### src/rtl/twin_stick_pkg.sv
// Shared definitions for the twin-stick input conditioner: nibble bit order,
// MiSTer joystick word layout and the per-stick direction struct.
package twin_stick_pkg;

  localparam int unsigned DIR_UR = 0;
  localparam int unsigned DIR_UL = 1;
  localparam int unsigned DIR_DR = 2;
  localparam int unsigned DIR_DL = 3;

  localparam int unsigned JB_RIGHT = 0;
  localparam int unsigned JB_LEFT  = 1;
  localparam int unsigned JB_DOWN  = 2;
  localparam int unsigned JB_UP    = 3;
  localparam int unsigned JB_TRIG  = 4;
  localparam int unsigned JB_START = 5;
  localparam int unsigned JB_COIN  = 6;
  localparam int unsigned JB_X     = 7;
  localparam int unsigned JB_B     = 8;
  localparam int unsigned JB_Y     = 9;
  localparam int unsigned JB_A     = 10;

  typedef struct packed {
    logic u;
    logic d;
    logic l;
    logic r;
  } axis_dirs_t;

  function automatic logic [3:0] diag_nibble(input axis_dirs_t a);
    logic [3:0] n;
    n         = '0;
    n[DIR_UR] = a.u & a.r;
    n[DIR_UL] = a.u & a.l;
    n[DIR_DR] = a.d & a.r;
    n[DIR_DL] = a.d & a.l;
    return n;
  endfunction

endpackage

### src/rtl/twin_stick_mapper_stick_filter.sv
// One analog stick: per-axis hysteresis, diagonal mapping, digital merge or
// fallback, and a tick-based stabiliser producing the output nibble.
module stick_filter
  import twin_stick_pkg::*;
#(
  parameter int   TH_ON         = 24,
  parameter int   TH_OFF        = 16,
  parameter int   STABLE_TICKS  = 3,
  parameter logic MERGE_DIGITAL = 1'b0
) (
  input  logic        clock_12,
  input  logic        reset,
  input  logic        tick,
  input  logic [15:0] analog,
  input  logic [3:0]  digital,
  output logic [3:0]  nibble
);

  localparam logic signed [7:0] ON_POS  = 8'(TH_ON);
  localparam logic signed [7:0] ON_NEG  = 8'(-TH_ON);
  localparam logic signed [7:0] OFF_POS = 8'(TH_OFF);
  localparam logic signed [7:0] OFF_NEG = 8'(-TH_OFF);
  localparam int unsigned CW = (STABLE_TICKS > 2) ? $clog2(STABLE_TICKS) : 1;
  localparam logic [CW-1:0] CNT_LAST = CW'(STABLE_TICKS - 2);

  logic signed [7:0] ax, ay;
  axis_dirs_t        dirs_q, dirs_d;
  logic [3:0]        cand_d, cand_q, pend_q;
  logic [CW-1:0]     cnt_q;

  assign ax = analog[7:0];
  assign ay = analog[15:8];

  // Engage beyond TH_ON, release inside TH_OFF, hold in between.
  always_comb begin
    dirs_d = dirs_q;
    if (ay < ON_NEG)       dirs_d.u = 1'b1;
    else if (ay > OFF_NEG) dirs_d.u = 1'b0;
    if (ay > ON_POS)       dirs_d.d = 1'b1;
    else if (ay < OFF_POS) dirs_d.d = 1'b0;
    if (ax < ON_NEG)       dirs_d.l = 1'b1;
    else if (ax > OFF_NEG) dirs_d.l = 1'b0;
    if (ax > ON_POS)       dirs_d.r = 1'b1;
    else if (ax < OFF_POS) dirs_d.r = 1'b0;
  end

  always_comb begin
    cand_d = '0;
    if (MERGE_DIGITAL)
      cand_d = diag_nibble(dirs_q) | digital;
    else if (dirs_q != '0)
      cand_d = diag_nibble(dirs_q);
    else
      cand_d = digital;
  end

  // The tick that latches a new pending value is its first stable sample, so
  // the output commits on the STABLE_TICKS-th consecutive matching tick.
  always_ff @(posedge clock_12) begin
    if (reset) begin
      dirs_q <= '0;
      cand_q <= '0;
      pend_q <= '0;
      cnt_q  <= '0;
      nibble <= '0;
    end else begin
      dirs_q <= dirs_d;
      cand_q <= cand_d;
      if (tick) begin
        if (cand_q != pend_q) begin
          pend_q <= cand_q;
          cnt_q  <= '0;
        end else if (cnt_q < CNT_LAST) begin
          cnt_q <= cnt_q + CW'(1);
        end else begin
          nibble <= pend_q;
        end
      end
    end
  end

endmodule

### src/rtl/twin_stick_mapper.sv
// Inferno input conditioner: tick prescaler, four stick filters, Aim+Fire
// trigger synthesis with release hold, and registered start/coin lines.
module twin_stick_mapper
  import twin_stick_pkg::*;
#(
  parameter int CLK_HZ          = 12000000,
  parameter int TICK_HZ         = 1000,
  parameter int TH_ON           = 24,
  parameter int TH_OFF          = 16,
  parameter int STABLE_TICKS    = 3,
  parameter int TRIG_HOLD_TICKS = 8
) (
  input  logic        clock_12,
  input  logic        reset,
  input  logic        aimfire_en,
  input  logic [31:0] joystick_0,
  input  logic [31:0] joystick_1,
  input  logic [15:0] joystick_l_analog_0,
  input  logic [15:0] joystick_l_analog_1,
  input  logic [15:0] joystick_r_analog_0,
  input  logic [15:0] joystick_r_analog_1,
  output logic [3:0]  btn_run_1,
  output logic [3:0]  btn_run_2,
  output logic [3:0]  btn_aim_1,
  output logic [3:0]  btn_aim_2,
  output logic        btn_trigger_1,
  output logic        btn_trigger_2,
  output logic        btn_start_1,
  output logic        btn_start_2,
  output logic        btn_coin
);

  localparam int unsigned DIV = CLK_HZ / TICK_HZ;
  localparam int unsigned PW  = (DIV > 1) ? $clog2(DIV) : 1;
  localparam logic [PW-1:0] PLAST = PW'(DIV - 1);
  localparam int unsigned HW  = $clog2(TRIG_HOLD_TICKS + 1);
  localparam logic [HW-1:0] HOLD_LOAD = HW'(TRIG_HOLD_TICKS);

  logic [PW-1:0] pcnt_q;
  logic          tick;
  logic [10:0]   joy [2];
  logic [3:0]    run_dig [2];
  logic [3:0]    aim_dig [2];
  logic [3:0]    aim [2];
  logic [1:0]    aim_nz, aim_prev_q, aim_release, trig_q, start_q;
  logic [HW-1:0] hold_q [2];
  logic          coin_q;
  logic          unused_joy_bits;

  assign joy[0] = joystick_0[10:0];
  assign joy[1] = joystick_1[10:0];
  assign unused_joy_bits = ^{joystick_0[31:11], joystick_1[31:11]};

  assign tick = (pcnt_q == PLAST);

  always_ff @(posedge clock_12) begin
    if (reset)     pcnt_q <= '0;
    else if (tick) pcnt_q <= '0;
    else           pcnt_q <= pcnt_q + PW'(1);
  end

  always_comb begin
    for (int unsigned i = 0; i < 2; i++) begin
      run_dig[i]         = '0;
      run_dig[i][DIR_UR] = joy[i][JB_UP];
      run_dig[i][DIR_DL] = joy[i][JB_DOWN];
      run_dig[i][DIR_UL] = joy[i][JB_LEFT];
      run_dig[i][DIR_DR] = joy[i][JB_RIGHT];
      aim_dig[i]         = '0;
      aim_dig[i][DIR_UR] = joy[i][JB_X];
      aim_dig[i][DIR_DL] = joy[i][JB_B];
      aim_dig[i][DIR_UL] = joy[i][JB_Y];
      aim_dig[i][DIR_DR] = joy[i][JB_A];
    end
  end

  stick_filter #(.TH_ON(TH_ON), .TH_OFF(TH_OFF), .STABLE_TICKS(STABLE_TICKS),
                 .MERGE_DIGITAL(1'b0)) u_run_1 (
    .clock_12(clock_12), .reset(reset), .tick(tick),
    .analog(joystick_l_analog_0), .digital(run_dig[0]), .nibble(btn_run_1));

  stick_filter #(.TH_ON(TH_ON), .TH_OFF(TH_OFF), .STABLE_TICKS(STABLE_TICKS),
                 .MERGE_DIGITAL(1'b0)) u_run_2 (
    .clock_12(clock_12), .reset(reset), .tick(tick),
    .analog(joystick_l_analog_1), .digital(run_dig[1]), .nibble(btn_run_2));

  stick_filter #(.TH_ON(TH_ON), .TH_OFF(TH_OFF), .STABLE_TICKS(STABLE_TICKS),
                 .MERGE_DIGITAL(1'b1)) u_aim_1 (
    .clock_12(clock_12), .reset(reset), .tick(tick),
    .analog(joystick_r_analog_0), .digital(aim_dig[0]), .nibble(btn_aim_1));

  stick_filter #(.TH_ON(TH_ON), .TH_OFF(TH_OFF), .STABLE_TICKS(STABLE_TICKS),
                 .MERGE_DIGITAL(1'b1)) u_aim_2 (
    .clock_12(clock_12), .reset(reset), .tick(tick),
    .analog(joystick_r_analog_1), .digital(aim_dig[1]), .nibble(btn_aim_2));

  assign aim[0] = btn_aim_1;
  assign aim[1] = btn_aim_2;

  always_comb begin
    for (int unsigned i = 0; i < 2; i++) begin
      aim_nz[i]      = (aim[i] != '0);
      aim_release[i] = aim_prev_q[i] & ~aim_nz[i];
    end
  end

  // The release cycle itself keeps the trigger high so the hold window starts
  // without a one-clock gap.
  always_ff @(posedge clock_12) begin
    if (reset) begin
      aim_prev_q <= '0;
      trig_q     <= '0;
      start_q    <= '0;
      coin_q     <= 1'b0;
      for (int unsigned i = 0; i < 2; i++) hold_q[i] <= '0;
    end else begin
      for (int unsigned i = 0; i < 2; i++) begin
        aim_prev_q[i] <= aim_nz[i];
        if (!aimfire_en) begin
          hold_q[i] <= '0;
          trig_q[i] <= joy[i][JB_TRIG];
        end else begin
          if (aim_release[i])
            hold_q[i] <= HOLD_LOAD;
          else if (tick && (hold_q[i] != '0))
            hold_q[i] <= hold_q[i] - HW'(1);
          trig_q[i] <= aim_nz[i] | aim_release[i] | (hold_q[i] != '0);
        end
      end
      start_q <= {joy[1][JB_START], joy[0][JB_START]};
      coin_q  <= joy[0][JB_COIN] | joy[1][JB_COIN];
    end
  end

  assign btn_trigger_1 = trig_q[0];
  assign btn_trigger_2 = trig_q[1];
  assign btn_start_1   = start_q[0];
  assign btn_start_2   = start_q[1];
  assign btn_coin      = coin_q;

endmodule

### config.mk
export PLATFORM = sky130hd
export DESIGN_NAME = twin_stick_mapper
export DESIGN_NICKNAME = d
export VERILOG_FILES = /design/src/rtl/twin_stick_pkg.sv /design/src/rtl/twin_stick_mapper_stick_filter.sv /design/src/rtl/twin_stick_mapper.sv
export SDC_FILE = /design/constraint.sdc
export NUM_CORES = 1
export LEC_CHECK = 0
export BUFFER_PORTS_ARGS = -buffer_cell sky130_fd_sc_hd__buf_2
export CAP_MARGIN = 20
export CORE_ASPECT_RATIO = 0.75
export CORE_MARGIN = 5
export CORE_UTILIZATION = 38
export DETAILED_ROUTE_END_ITERATION = 10
export SETUP_SLACK_MARGIN = 0.15
export SLEW_MARGIN = 20
export SYNTH_ARGS = -nofsm -noshare
export SYNTH_HDL_FRONTEND = slang
export SYNTH_SLANG_ARGS = --single-unit
### constraint.sdc
create_clock -name clock_12 -period 3.1 [get_ports clock_12]
set_clock_uncertainty 0.2 [all_clocks]
set_input_delay 0.31 -clock clock_12 [delete_from_list [all_inputs] [get_ports clock_12]]
set_output_delay 0.31 -clock clock_12 [all_outputs]
set_load 0.03 [all_outputs]
==> results of run 1 <==
[cells by family (layout without fill, tap and decap cells)]
family / after synthesis / count (layout) / synth area share (%)
DFF: 101 / 101 / 46.7
and+or+nand+nor: 196 / 196 / 22.0
buffers and inverters: 44 / 163 / 4.62
xor gates and xnor gates: 32 / 32 / 6.23
adders and majority gates: 7 / 7 / 1.95
AOI/OAI and AO/OA: 124 / 124 / 18.4
[cell usage after synthesis, drive strengths merged (7+ instances only)]
library cell	number	area share, %
dfxtp	93	41
nand2	57	4.8
nor2	50	4.2
a21oi	46	5.1
xnor2	28	5.5
clkbuf	20	1.7
o31ai	20	3.3
nand4b	17	3.3
nor3	16	1.8
inv	14	1.2
nand4	12	1.7
nand3	11	1.2
buf	10	1.8
o21ai	10	1.1
and3	9	1.3
a211oi	8	1.3
a32oi	8	1.6
edfxtp	8	5.3
o2111ai	8	1.6
o31a	8	1.6
o41ai	8	1.6
ha	7	1.9
nor4	7	0.97
[power by group]
part | total, W | switching [W] | internal, W
combinational | 0.000250 | 0.000132 | 0.000117
sequential | 0.00138 | 0.0000302 | 0.00135
clock | 0.00109 | 0.000471 | 0.000622
[metrics by stage]
stage / instance area [um^2] / hold slack (ns) / worst slack [ns] / power, W
floorplan: 4500 / 0.183 / 0.995 / 0.00154
CTS: 5620 / 0.00170 / 0.402 / 0.00276
finish: 5620 / 0.00577 / 0.396 / 0.00272
global placement: 5140 / 0.230 / 0.478 / 0.00163
detailed placement: 5140 / 0.243 / 0.411 / 0.00164
global route: 5620 / 0.00711 / 0.158 / 0.00285
[flip-flops by register name, summed over array words and instances (netlist names), 4 cells and up]
| signal | count |
|---|---|
| u_aim_2.cand_q | 4 |
| u_run_1.dirs_q | 4 |
| u_aim_1.nibble | 4 |
| u_aim_2.pend_q | 4 |
| u_aim_1.pend_q | 4 |
| u_run_1.pend_q | 4 |
| u_aim_2.nibble | 4 |
| u_run_2.cand_q | 4 |
| u_run_2.dirs_q | 4 |
| u_aim_2.dirs_q | 4 |
| u_aim_1.dirs_q | 4 |
| pcnt_q | 14 |
| u_run_2.nibble | 4 |
| u_run_2.pend_q | 4 |
| u_run_1.nibble | 4 |
| u_aim_1.cand_q | 4 |
| u_run_1.cand_q | 4 |
| hold_q | 8 |
[tightest hold or removal path, stage by stage]
cell and delay, ns:
sky130_fd_sc_hd__buf_2 0.09, sky130_fd_sc_hd__a21oi_1 0.03, sky130_fd_sc_hd__nor2_1 0.08
[how the worst min path moves through the flow]
| stage | slack (ns) | cells past startpoint | to | startpoint |
|---|---|---|---|---|
| floorplan | 0.18 | 1 | u_aim_1.dirs_q[0] | joystick_r_analog_0[7] |
| detailed placement | 0.24 | 1 | pcnt_q[0] | pcnt_q[0] |
| global route | 0.007 | 3 | u_run_1.cand_q[2] | joystick_0[0] |
| finish | 0.006 | 3 | u_aim_2.cand_q[0] | joystick_1[7] |
| CTS | 0.002 | 3 | u_aim_2.cand_q[0] | joystick_1[7] |
| global placement | 0.23 | 1 | pcnt_q[0] | pcnt_q[0] |
[layout by cell type (no fill, tap or decap), drive strengths merged, types with 4 or more instances in the layout]
master and count:
a211oi 8, dlygate4sd3 19, o31a 8, nand4b 17
a32oi 8, nand4 12, nor2 50, o21ai 10
nand3b 6, edfxtp 8, ha 7, a21oi 46
and4 5, nand3 11, nor3 16, clkbuf 9
nor4 7, buf 115, and3 9, o2111ai 8
nand2 57, dfxtp 93, inv 17, o31ai 20
xnor2 28, a22oi 4, xor2 4, o41ai 8
[cell type report]
cell class | count | area (um^2) | area share (%)
sequential | 101 | 2100 | 37.4
multi-input combinational | 359 | 2190 | 39.0
inverter | 14 | 52.6 | 0.935
clock inverter | 6 | 61.3 | 1.09
clock buffer | 9 | 225 | 4.01
tap | 162 | 203 | 3.61
timing repair buffer | 134 | 781 | 13.9
[layer usage]
layer	up-vias	global-route usage (%)
li1	2080	-
met1	1817	21.0
met2	91	23.8
met3	5	3.38
met4	0	4.10
met5	-	0
[repair_timing]
item | CTS | global route
endpoints found under the hold margin | 18 | 0
setup buffers | 0 | 0
hold buffers | 19 | 0
setup endpoints to repair | 0 | 0
==> run summary, run 1 <==
RUN STATUS
--------------------------------------------------------------------------------
Run status                                                          complete, no violations

FLOORPLAN
--------------------------------------------------------------------------------
DIE WIDTH                                                                 136 um
CORE AREA                                                            11,600 um^2
Die Outline Area                                                     14,100 um^2
Die height                                                                104 um
Effective utilization at floorplan                                         38.9%
Number of placement rows                                                      34
Number of top-level design ports                                             152

CELLS AND AREA
--------------------------------------------------------------------------------
P&R area growth vs syn                                                     24.9%
Number of standard cells in the final layout excluding fillers               785
Final core utilization                                                     48.6%
Number of fill cells                                                       1,122
Antenna Cells                                                                  0
Fraction of layout cells with a size suffix above 1                        21.0%
Number of nets in the layout                                                 757

RUN
--------------------------------------------------------------------------------
Max Cap Viol                                                                   0

CLOCK NETWORK
--------------------------------------------------------------------------------
TritonCTS buffer count                                                         9
Number of levels in the clock H-tree                                           3
Clock network latency to the later pin of the worst-skew pair            0.34 ns
Clock Sink Count                                                             101
Master cell of the clock root buffer                                sky130_fd_sc_hd__clkbuf_16
Clock-pin transition on the worst setup and hold timing paths            0.07 ns
Count of instances resized after the clock tree is built                       0
Buffers from clock root to sink, at most                                       2
TritonCTS clock tree                                                         yes

PLACE
--------------------------------------------------------------------------------
Placed cell count                                                            751
Final weighted congestion in routability-driven placement                  0.803
Final HPWL from detailed placement                                       7680 um
Count of buffers from port buffering                                         109

SETUP PATH
--------------------------------------------------------------------------------
Slowest Stage Delay on Critical Path                                     0.82 ns
Max Fanout on Critical Path                                                   33
Setup crit end                                                      u_aim_2.nibble[0]
Levels on crit path                                                            6
Required time of the critical path                                       3.10 ns
CP startpoint                                                          pcnt_q[0]
Kind of capture point of the worst setup path                          flip-flop
Number of buffers and inverters on the critical path                           1
Cell Chain, Critical Path                                           ha_1, nand4_1, or4_1, buf_4, o31ai_1, a21oi_1
Worst Path Class, Setup                                               reg -> reg
Slack of the worst reg-to-reg path                                       0.40 ns
Slowest stage cell on the critical path                             sky130_fd_sc_hd__or4_1
Worst R2R Path Depth                                                           6
Worst endpoint data arrival time                                         2.70 ns
Top Family by Delay on Critical Path                                simple AND/OR/NAND/NOR gates
Worst r2r dst                                                       u_aim_2.nibble[0]
Launch point of the worst reg-to-reg path                              pcnt_q[0]
Nature of the critical path startpoint                                 flip-flop

POWER
--------------------------------------------------------------------------------
Power density over the cells                                         485 nW/um^2
Maximum ir drop on the vdd rail                                           245 uV
Static leakage power                                                     2.11 nW

TIMING
--------------------------------------------------------------------------------
Final max-slew violation count                                                 0
Time the worst path needs with I/O delays and setup                      2.70 ns
Setup repair after global routing missed its margin                        false
Slew headroom                                                              45.7%
Fin Setup TNS                                                               0 ns
Least-Margin Pin Slew                                                   0.813 ns
Fin crit share                                                             87.2%
Number of failing setup endpoints in the final timing report                   0
Peak clock frequency supported by timing                                 370 MHz
Total count of hold-check failures in the final report                         0

LOGIC SYNTHESIS
--------------------------------------------------------------------------------
Most common flop cell mapped by yosys                               sky130_fd_sc_hd__dfxtp_1
Synthesis warning total                                                        0
Register area share after synthesis                                        46.7%
Cells after synthesis                                                        504
EDFF count, synth                                                              8
Syn nets                                                                     642
Post-Synthesis Mean Instance Area                                      8.92 um^2
Post-synthesis instance area                                           4500 um^2
Netlist cell types                                                            35
Synthesized flop and latch total                                             101
Asr flop ratio synth                                                          0%

GRT
--------------------------------------------------------------------------------
Number of antenna violations at the first check in global routing              0
Number of global-route vias before repair                                  3,988
GRT Resource Usage Total                                                   15.1%
Pin count of the biggest net entering global routing                          52
Wire length of the first global-routing pass                           18,000 um
Grt total ovfl                                                                 0

ROUTE
--------------------------------------------------------------------------------
Met3 wire length                                                          472 um
Via density per instance                                                    5.09
First-pass iteration count of the detailed router                              4
Via count of the routed design                                             3,993
Routed length on met2                                                    4560 um
Detail-routed net length per standard cell                               13.4 um
Number of DRC violations after detailed-routing iteration 0                  316
Top layer reached by signal wires                                           met4
Drt total wl                                                           10,500 um
Residual DRC                                                                   0
Residual antenna-violating net count after detailed routing                    0
Length of routed wiring on met1                                          5400 um

HOLD PATH
--------------------------------------------------------------------------------
Worst hold-check path type                                             in -> reg

Power figures use the tool's default switching activity.
==> run 2: changes to the inputs <==
Settings changed: ABC_AREA from default to 1.
==> run 2 against run 1 <==
Net effect:
- clock-buffer cell count up 2
- sequential share of layout area down 3.9 points
- cell count up 31%
- wire length up 0.92%
- clock power up 18%
- fmax up 20%
- power up 8.4%
- worst setup slack better by 0.45 ns
- worst hold slack better by 0.0094 ns
- largest cell class unchanged
==> run summary, run 2 <==
RUN STATUS
--------------------------------------------------------------------------------
Run status                                                          complete, no violations

SETUP PATH
--------------------------------------------------------------------------------
Worst endpoint data arrival time                                         2.33 ns   -0.37 ns
Top Family by Delay on Critical Path                                simple AND/OR/NAND/NOR gates
Nature of the critical path startpoint                                 flip-flop
Slowest stage cell on the critical path                             sky130_fd_sc_hd__nor2_4
Required time of the critical path                                       3.18 ns   +0.08 ns
Max Fanout on Critical Path                                                   13   -61%
Kind of capture point of the worst setup path                          flip-flop
Number of buffers and inverters on the critical path                           2   +1
Slowest Stage Delay on Critical Path                                     0.37 ns   -0.45 ns
Cell Chain, Critical Path                                           ha_1, nand2_2, nor2_2, nand2_1, nor2_4, buf_4, inv_2, nor2_2, nor2_1, nor2_1
Worst Path Class, Setup                                               reg -> reg

POWER
--------------------------------------------------------------------------------
Maximum ir drop on the vdd rail                                           303 uV   +24%
Power density over the cells                                         471 nW/um^2   -2.9%
Static leakage power                                                     2.90 nW   +37%
Overall power consumption                                              0.00295 W   +8.4%

ROUTE
--------------------------------------------------------------------------------
First-pass iteration count of the detailed router                              4   unchanged
Drt total wl                                                           10,600 um   +0.92%
Residual antenna-violating net count after detailed routing                    0   unchanged
Via density per instance                                                    4.46   -12%
Via count of the routed design                                             4,603   +15%
Detail-routed net length per standard cell                               10.3 um   -23%
Residual DRC                                                                   0   unchanged
Number of DRC violations after detailed-routing iteration 0                  216   -32%

CLOCK NETWORK
--------------------------------------------------------------------------------
Clock network latency to the later pin of the worst-skew pair            0.34 ns   about the same
Count of instances resized after the clock tree is built                       0   unchanged
TritonCTS clock tree                                                         yes
Number of levels in the clock H-tree                                           3   unchanged
Buffers from clock root to sink, at most                                       2   unchanged
Clock-pin transition on the worst setup and hold timing paths            0.06 ns   about the same
Master cell of the clock root buffer                                sky130_fd_sc_hd__clkbuf_16
TritonCTS buffer count                                                         9   unchanged
Clock Sink Count                                                             101   unchanged

GRT
--------------------------------------------------------------------------------
Wire length of the first global-routing pass                           18,300 um   +1.6%
Met2 track demand over resource in global routing                          23.7%   -0.066 points
Number of global-route vias before repair                                  4,235   +6.2%
GRT Resource Usage Total                                                   14.3%   -0.80 points
Grt peak-use layer                                                          met2
Pin count of the biggest net entering global routing                          30   -42%
Grt total ovfl                                                                 0   unchanged
Met3 routing resource usage after global routing                           3.76%   +0.37 points
Met1 global-route usage                                                    18.9%   -2.1 points
Number of antenna violations at the first check in global routing              0   unchanged

FLOORPLAN
--------------------------------------------------------------------------------
Number of placement rows                                                      36   +5.9%
CORE AREA                                                            12,800 um^2   +11%
Die height                                                                109 um   +4.2%
DIE WIDTH                                                                 141 um   +4.3%
Number of top-level design ports                                             152   unchanged
Die Outline Area                                                     15,400 um^2   +8.7%
Effective utilization at floorplan                                         38.4%   -0.50 points

PLACE
--------------------------------------------------------------------------------
Final HPWL from detailed placement                                       7920 um   +3.1%
Worst slack after detailed placement                                    0.821 ns   +0.410 ns
Final weighted congestion in routability-driven placement                  0.763   -5.1%
Count of buffers from port buffering                                         109   unchanged

TIMING
--------------------------------------------------------------------------------
Final max-slew violation count                                                 0   unchanged
Total count of hold-check failures in the final report                         0   unchanged
Setup repair after global routing missed its margin                        false
Slew headroom                                                              63.9%   +18 points
Time the worst path needs with I/O delays and setup                      2.25 ns   -0.451 ns
Fin crit share                                                             72.7%   -15 points
Worst setup slack after layout                                          0.847 ns   +0.451 ns
Number of failing setup endpoints in the final timing report                   0   unchanged
Peak clock frequency supported by timing                                 444 MHz   +20%
Least-Margin Pin Slew                                                   0.537 ns   -0.276 ns
Fin Setup TNS                                                               0 ns   unchanged

CELLS AND AREA
--------------------------------------------------------------------------------
Register cell area after layout                                        2100 um^2   unchanged
P&R area growth vs syn                                                     27.3%
Antenna Cells                                                                  0   unchanged
Fraction of layout cells with a size suffix above 1                        18.4%   -2.7 points
Number of flip-flops in the largest register                                  14   unchanged
Largest reg by FF count                                                   pcnt_q
Registers with the highest flip-flop counts                         pcnt_q x14, hold_q x8
Total area of multi-input combinational cells                          2370 um^2   +8.0%
Number of nets in the layout                                                 995   +31%
Most frequent cells in the layout                                   sky130_fd_sc_hd__nand2_1 (160), sky130_fd_sc_hd__nor2_1 (154), sky130_fd_sc_hd__buf_2 (109), sky130_fd_sc_hd__dfxtp_1 (93), sky130_fd_sc_hd__inv_1 (90)
Most common library cell in the layout ignoring fill and taps       sky130_fd_sc_hd__nand2_1
Number of fill cells                                                       1,277   +14%

LOGIC SYNTHESIS
--------------------------------------------------------------------------------
Syn nets                                                                     853   +33%
Synthesis warning total                                                        0   unchanged
Post-synthesis instance area                                           4920 um^2   +9.5%
Synthesized flop and latch total                                             101   unchanged
Cells after synthesis                                                        715   +42%
Netlist cell types                                                            34   -2.9%
Yosys top cell area share                                                  37.8%   -3.6 points
Asr flop ratio synth                                                          0%   unchanged
Leading cell types by total area after synthesis                    sky130_fd_sc_hd__dfxtp_1 (38%), sky130_fd_sc_hd__nand2_1 (12%), sky130_fd_sc_hd__nor2_1 (12%), sky130_fd_sc_hd__inv_1 (6.9%), sky130_fd_sc_hd__edfxtp_1 (4.9%)
Most common flop cell mapped by yosys                               sky130_fd_sc_hd__dfxtp_1
Post-Synthesis Mean Instance Area                                      6.89 um^2   -23%
Most common library cells after synthesis                           sky130_fd_sc_hd__nand2_1 (160), sky130_fd_sc_hd__nor2_1 (154), sky130_fd_sc_hd__dfxtp_1 (93), sky130_fd_sc_hd__inv_1 (90), sky130_fd_sc_hd__a21oi_1 (32)
EDFF count, synth                                                              8   unchanged
Most instantiated library cell after synthesis                      sky130_fd_sc_hd__nand2_1
Leading area contributor after synthesis                            sky130_fd_sc_hd__dfxtp_1
Register area share after synthesis                                        42.7%   -4.1 points

RUN
--------------------------------------------------------------------------------
Max Cap Viol                                                                   0   unchanged

HOLD PATH
--------------------------------------------------------------------------------
Worst hold-check path type                                             in -> reg

## run 2: cell types whose count changed in the layout (fill, tap and decap cells not counted), sizes merged, moves of 17 or more
cell,change
o31ai,-20
nor2,+111
inv,+80
xnor2,-23
nand2,+110
o21ai,+26
nand4b,-17
nand3,+19
## run 2: timing repair
| item | in CTS | in global routing |
|---|---|---|
| hold endpoints to repair | 24 | 0 |
| hold buffers | 29 | 0 |
| buffers inserted | 0 | 0 |
## run 2: cell type report
cell class | instances | area share [%]
Inverter | 97 | 5.81
Clock buffer | 11 | 4.03
Timing Repair Buffer | 143 | 13.9
Clock inverter | 4 | 1.52
Tap cell | 171 | 3.41
Multi-Input combinational cell | 505 | 37.8
Sequential cell | 101 | 33.5
## run 2: worst min-delay path, stage by stage
cell                      delay (ns)
sky130_fd_sc_hd__buf_2          0.10
sky130_fd_sc_hd__nand2_1        0.06
sky130_fd_sc_hd__nor2_1         0.04
## run 2: power by group
group          total (W)  internal (W)  switching [W]
Combinational   0.000280      0.000134       0.000146
Sequential       0.00138       0.00135      0.0000282
Clock            0.00129      0.000827       0.000466
Total            0.00295       0.00231       0.000640
## run 2: metrics by stage
stage	area (um^2)	instances	hold slack (ns)	util (%)
2_1_floorplan	4920	715	0.187	-
3_3_place_gp	5630	988	0.234	43.9
3_5_place_dp	5630	988	0.246	43.9
4_1_cts	6270	1032	0.00469	48.8
5_1_grt	6270	1032	0.0124	48.8
6_report	6270	1032	0.0151	48.8
## run 2: cell families (layout without fill, tap and decap cells)
kind of cell               count (synthesis)  in the layout  share of synthesized area [%]
and+or+nand+nor                          399            399                           34.7
buffers and inverters                    109            255                           9.22
DFF                                      101            101                           42.7
AOI/OAI and AO/OA                         90             90                           10.1
xor gates and xnor gates                   9              9                           1.60
adders and majority gates                  7              7                           1.78
## run 2: worst paths after layout
path / from / endpoint / slack [ns] / cells past startpoint
hold / removal: joystick_l_analog_1[7] / u_run_2.dirs_q[1] / 0.02 / 3
setup reg to reg: pcnt_q[0] / u_run_2.nibble[1] / 0.85 / 10
setup / recovery: pcnt_q[0] / u_run_2.nibble[1] / 0.85 / 10
hold reg to reg: pcnt_q[0] / pcnt_q[0] / 0.25 / 1
## run 2: layer usage
metal	wire length [um]	part of all wire, %
met5	0	0
met4	108	1.0
met3	555	5.2
met2	4650	44
met1	5300	50
==> run 3: changes to the inputs <==
Settings changed: ABC_AREA 1 to 0, PLACE_DENSITY from default to 0.66.
Clock period 3.1 ns to 2 ns, I/O delays scaled along.
==> run 3 against run 2 <==
Net effect:
- the flow now finishes with violations (hold timing, setup timing)
- via count shrank 5.3%
- sequential power rose by 55%
- wire length grew 6.8%
- sequential share of layout area shrank 0.087 points
- utilization up 5.5 points
- clock power increased by 24%
- first-iteration DRC count is 1.4% lower
- worst setup slack got worse by 0.87 ns
- fmax grew 11%
- global-route usage grew 1.9 points
- critical endpoint is now u_run_1.nibble[1]
- largest cell class unchanged
==> run summary, run 3 (synthesis results as in run 1) <==
RUN STATUS
--------------------------------------------------------------------------------
Run status                                                          finished with violations
Failing checks                                                      hold timing, setup timing

ROUTE
--------------------------------------------------------------------------------
Number of DRC violations after detailed-routing iteration 0                  213   -1.4%
Drt total wl                                                           11,300 um   +6.8%
Residual DRC                                                                   0   unchanged
Residual antenna-violating net count after detailed routing                    0   unchanged
First-pass iteration count of the detailed router                              8   +4
Detail-routed net length per standard cell                               13.4 um   +31%
Via density per instance                                                    5.17   +16%
Via count of the routed design                                             4,361   -5.3%

TIMING
--------------------------------------------------------------------------------
Fin crit share                                                              101%   +29 points
Slew headroom                                                              66.4%   +2.5 points
Time the worst path needs with I/O delays and setup                      2.02 ns   -0.229 ns
Setup repair after global routing missed its margin                         true
Total count of hold-check failures in the final report                         2   +2
Worst hold slack after final layout                                   -0.0364 ns   -0.0515 ns
Least-Margin Pin Slew                                                   0.504 ns   -0.0331 ns
Number of failing setup endpoints in the final timing report                   7   +7
Worst setup slack after layout                                        -0.0239 ns   -0.871 ns
Fin Setup TNS                                                         -0.0685 ns   -0.0685 ns
Peak clock frequency supported by timing                                 494 MHz   +11%
Final max-slew violation count                                                 0   unchanged

CLOCK NETWORK
--------------------------------------------------------------------------------
TritonCTS buffer count                                                         9   unchanged
Master cell of the clock root buffer                                sky130_fd_sc_hd__clkbuf_16
Clock network latency to the later pin of the worst-skew pair            0.34 ns   about the same
Quantity of hold-fixing buffers added after cts                               44   +52%
Clock Sink Count                                                             101   unchanged
Clock-pin transition on the worst setup and hold timing paths            0.07 ns   about the same
Buffers from clock root to sink, at most                                       2   unchanged
Number of levels in the clock H-tree                                           3   unchanged
TritonCTS clock tree                                                         yes

GRT
--------------------------------------------------------------------------------
Number of global-route vias before repair                                  4,296   +1.4%
Wire length of the first global-routing pass                           19,400 um   +5.9%
Grt total ovfl                                                                 0   unchanged
GRT Resource Usage Total                                                   16.2%   +1.9 points
Pin count of the biggest net entering global routing                          77   +160%
Number of antenna violations at the first check in global routing              0   unchanged

PLACE
--------------------------------------------------------------------------------
Final weighted congestion in routability-driven placement                  0.767   +0.55%
Final HPWL from detailed placement                                       7760 um   -2.1%
Count of buffers from port buffering                                         109   unchanged

CELLS AND AREA
--------------------------------------------------------------------------------
Most frequent cells in the layout                                   sky130_fd_sc_hd__buf_2 (109), sky130_fd_sc_hd__dfxtp_1 (91), sky130_fd_sc_hd__nand2_1 (55), sky130_fd_sc_hd__a21oi_1 (46)
Number of flip-flops in the largest register                                  14   unchanged
Most common library cell in the layout ignoring fill and taps       sky130_fd_sc_hd__buf_2
Registers with the highest flip-flop counts                         pcnt_q x14, hold_q x8
P&R area growth vs syn                                                     40.0%
Fraction of layout cells with a size suffix above 1                        27.5%   +9.1 points
Final core utilization                                                     54.4%   +5.5 points
Number of nets in the layout                                                 814   -18%
Antenna Cells                                                                  0   unchanged
Largest reg by FF count                                                   pcnt_q

HOLD PATH
--------------------------------------------------------------------------------
Worst hold-check path type                                             in -> reg

FLOORPLAN
--------------------------------------------------------------------------------
Effective utilization at floorplan                                         38.9%   +0.50 points
Die Outline Area                                                     14,100 um^2   -8.0%
Number of top-level design ports                                             152   unchanged
Die height                                                                104 um   -4.0%
CORE AREA                                                            11,600 um^2   -9.9%
Number of placement rows                                                      34   -5.6%
DIE WIDTH                                                                 136 um   -4.1%

POWER
--------------------------------------------------------------------------------
Static leakage power                                                     2.42 nW   -17%
Maximum ir drop on the vdd rail                                           437 uV   +44%
Power density over the cells                                         666 nW/um^2   +42%

SETUP PATH
--------------------------------------------------------------------------------
Kind of capture point of the worst setup path                          flip-flop
Worst Path Class, Setup                                               reg -> reg
Worst endpoint data arrival time                                         2.04 ns   -0.29 ns
Nature of the critical path startpoint                                 flip-flop
Required time of the critical path                                       2.01 ns   -1.17 ns
Max Fanout on Critical Path                                                   19   +6

RUN
--------------------------------------------------------------------------------
Max Cap Viol                                                                   0   unchanged

## run 3: cell type report
class | instances | area (um^2)
clock inverters | 4 | 31.3
inverters | 14 | 52.6
repair buffers | 191 | 1310
multi-input cells | 359 | 2350
flip-flops and latches | 101 | 2100
well taps | 162 | 203
clock buffers | 12 | 236
fillers | 1047 | 5280
## run 3: metal layers
| layer | vias up | GRT usage [%] | part of all wire, % |
|---|---|---|---|
| met5 | - | 0 | 0 |
| met3 | 13 | 5.03 | 6.7 |
| met1 | 2014 | 20.9 | 46 |
| met4 | 0 | 4.24 | 0.96 |
| li1 | 2200 | - | - |
| met2 | 134 | 26.5 | 46 |
## run 3: repair_timing
action                     CTS  global route
hold endpoints to repair    37             2
cloned                       0             2
setup buffers                1             3
pin swaps                    5             2
gates resized for setup     23            17
setup endpoints to repair   68            68
## run 3: final timing paths
kind	endpoint	start	slack (ns)	cells after the start
worst max-delay path	u_run_1.nibble[1]	pcnt_q[5]	-0.02	5
worst min-delay path	trig_q[1]	reset	-0.04	2
worst max register to register	u_run_1.nibble[1]	pcnt_q[5]	-0.02	5
worst min register to register	u_run_1.pend_q[3]	u_run_1.cand_q[3]	0.27	2
## run 3: per-stage QoR
stage / total power [W] / cells / cell area, um^2 / setup slack [ns] / hold slack, ns
CTS: 0.00422 / 838 / 6200 / -0.00544 / -0.0515
detailed placement: 0.00255 / 777 / 5370 / -0.0767 / 0.174
floorplan: 0.00238 / 504 / 4530 / -0.0936 / 0.0728
global placement: 0.00254 / 777 / 5370 / -0.0448 / 0.171
global route: 0.00438 / 843 / 6290 / -0.109 / -0.0404
finish: 0.00419 / 843 / 6290 / -0.0239 / -0.0364
## run 3: power breakdown
group	leakage, nW	internal [W]	switching (W)
combinational	1.44	0.000229	0.000228
sequential	0.848	0.00209	0.0000465
clock	0.132	0.000855	0.000743
total	2.42	0.00318	0.00102
## run 3: critical path, cell delays in order (launching register included)
cell	delay, ns
sky130_fd_sc_hd__dfxtp_1	0.32
sky130_fd_sc_hd__or3b_1	0.40
sky130_fd_sc_hd__or4_4	0.45
sky130_fd_sc_hd__buf_6	0.19
sky130_fd_sc_hd__o31ai_1	0.24
sky130_fd_sc_hd__a21oi_1	0.10
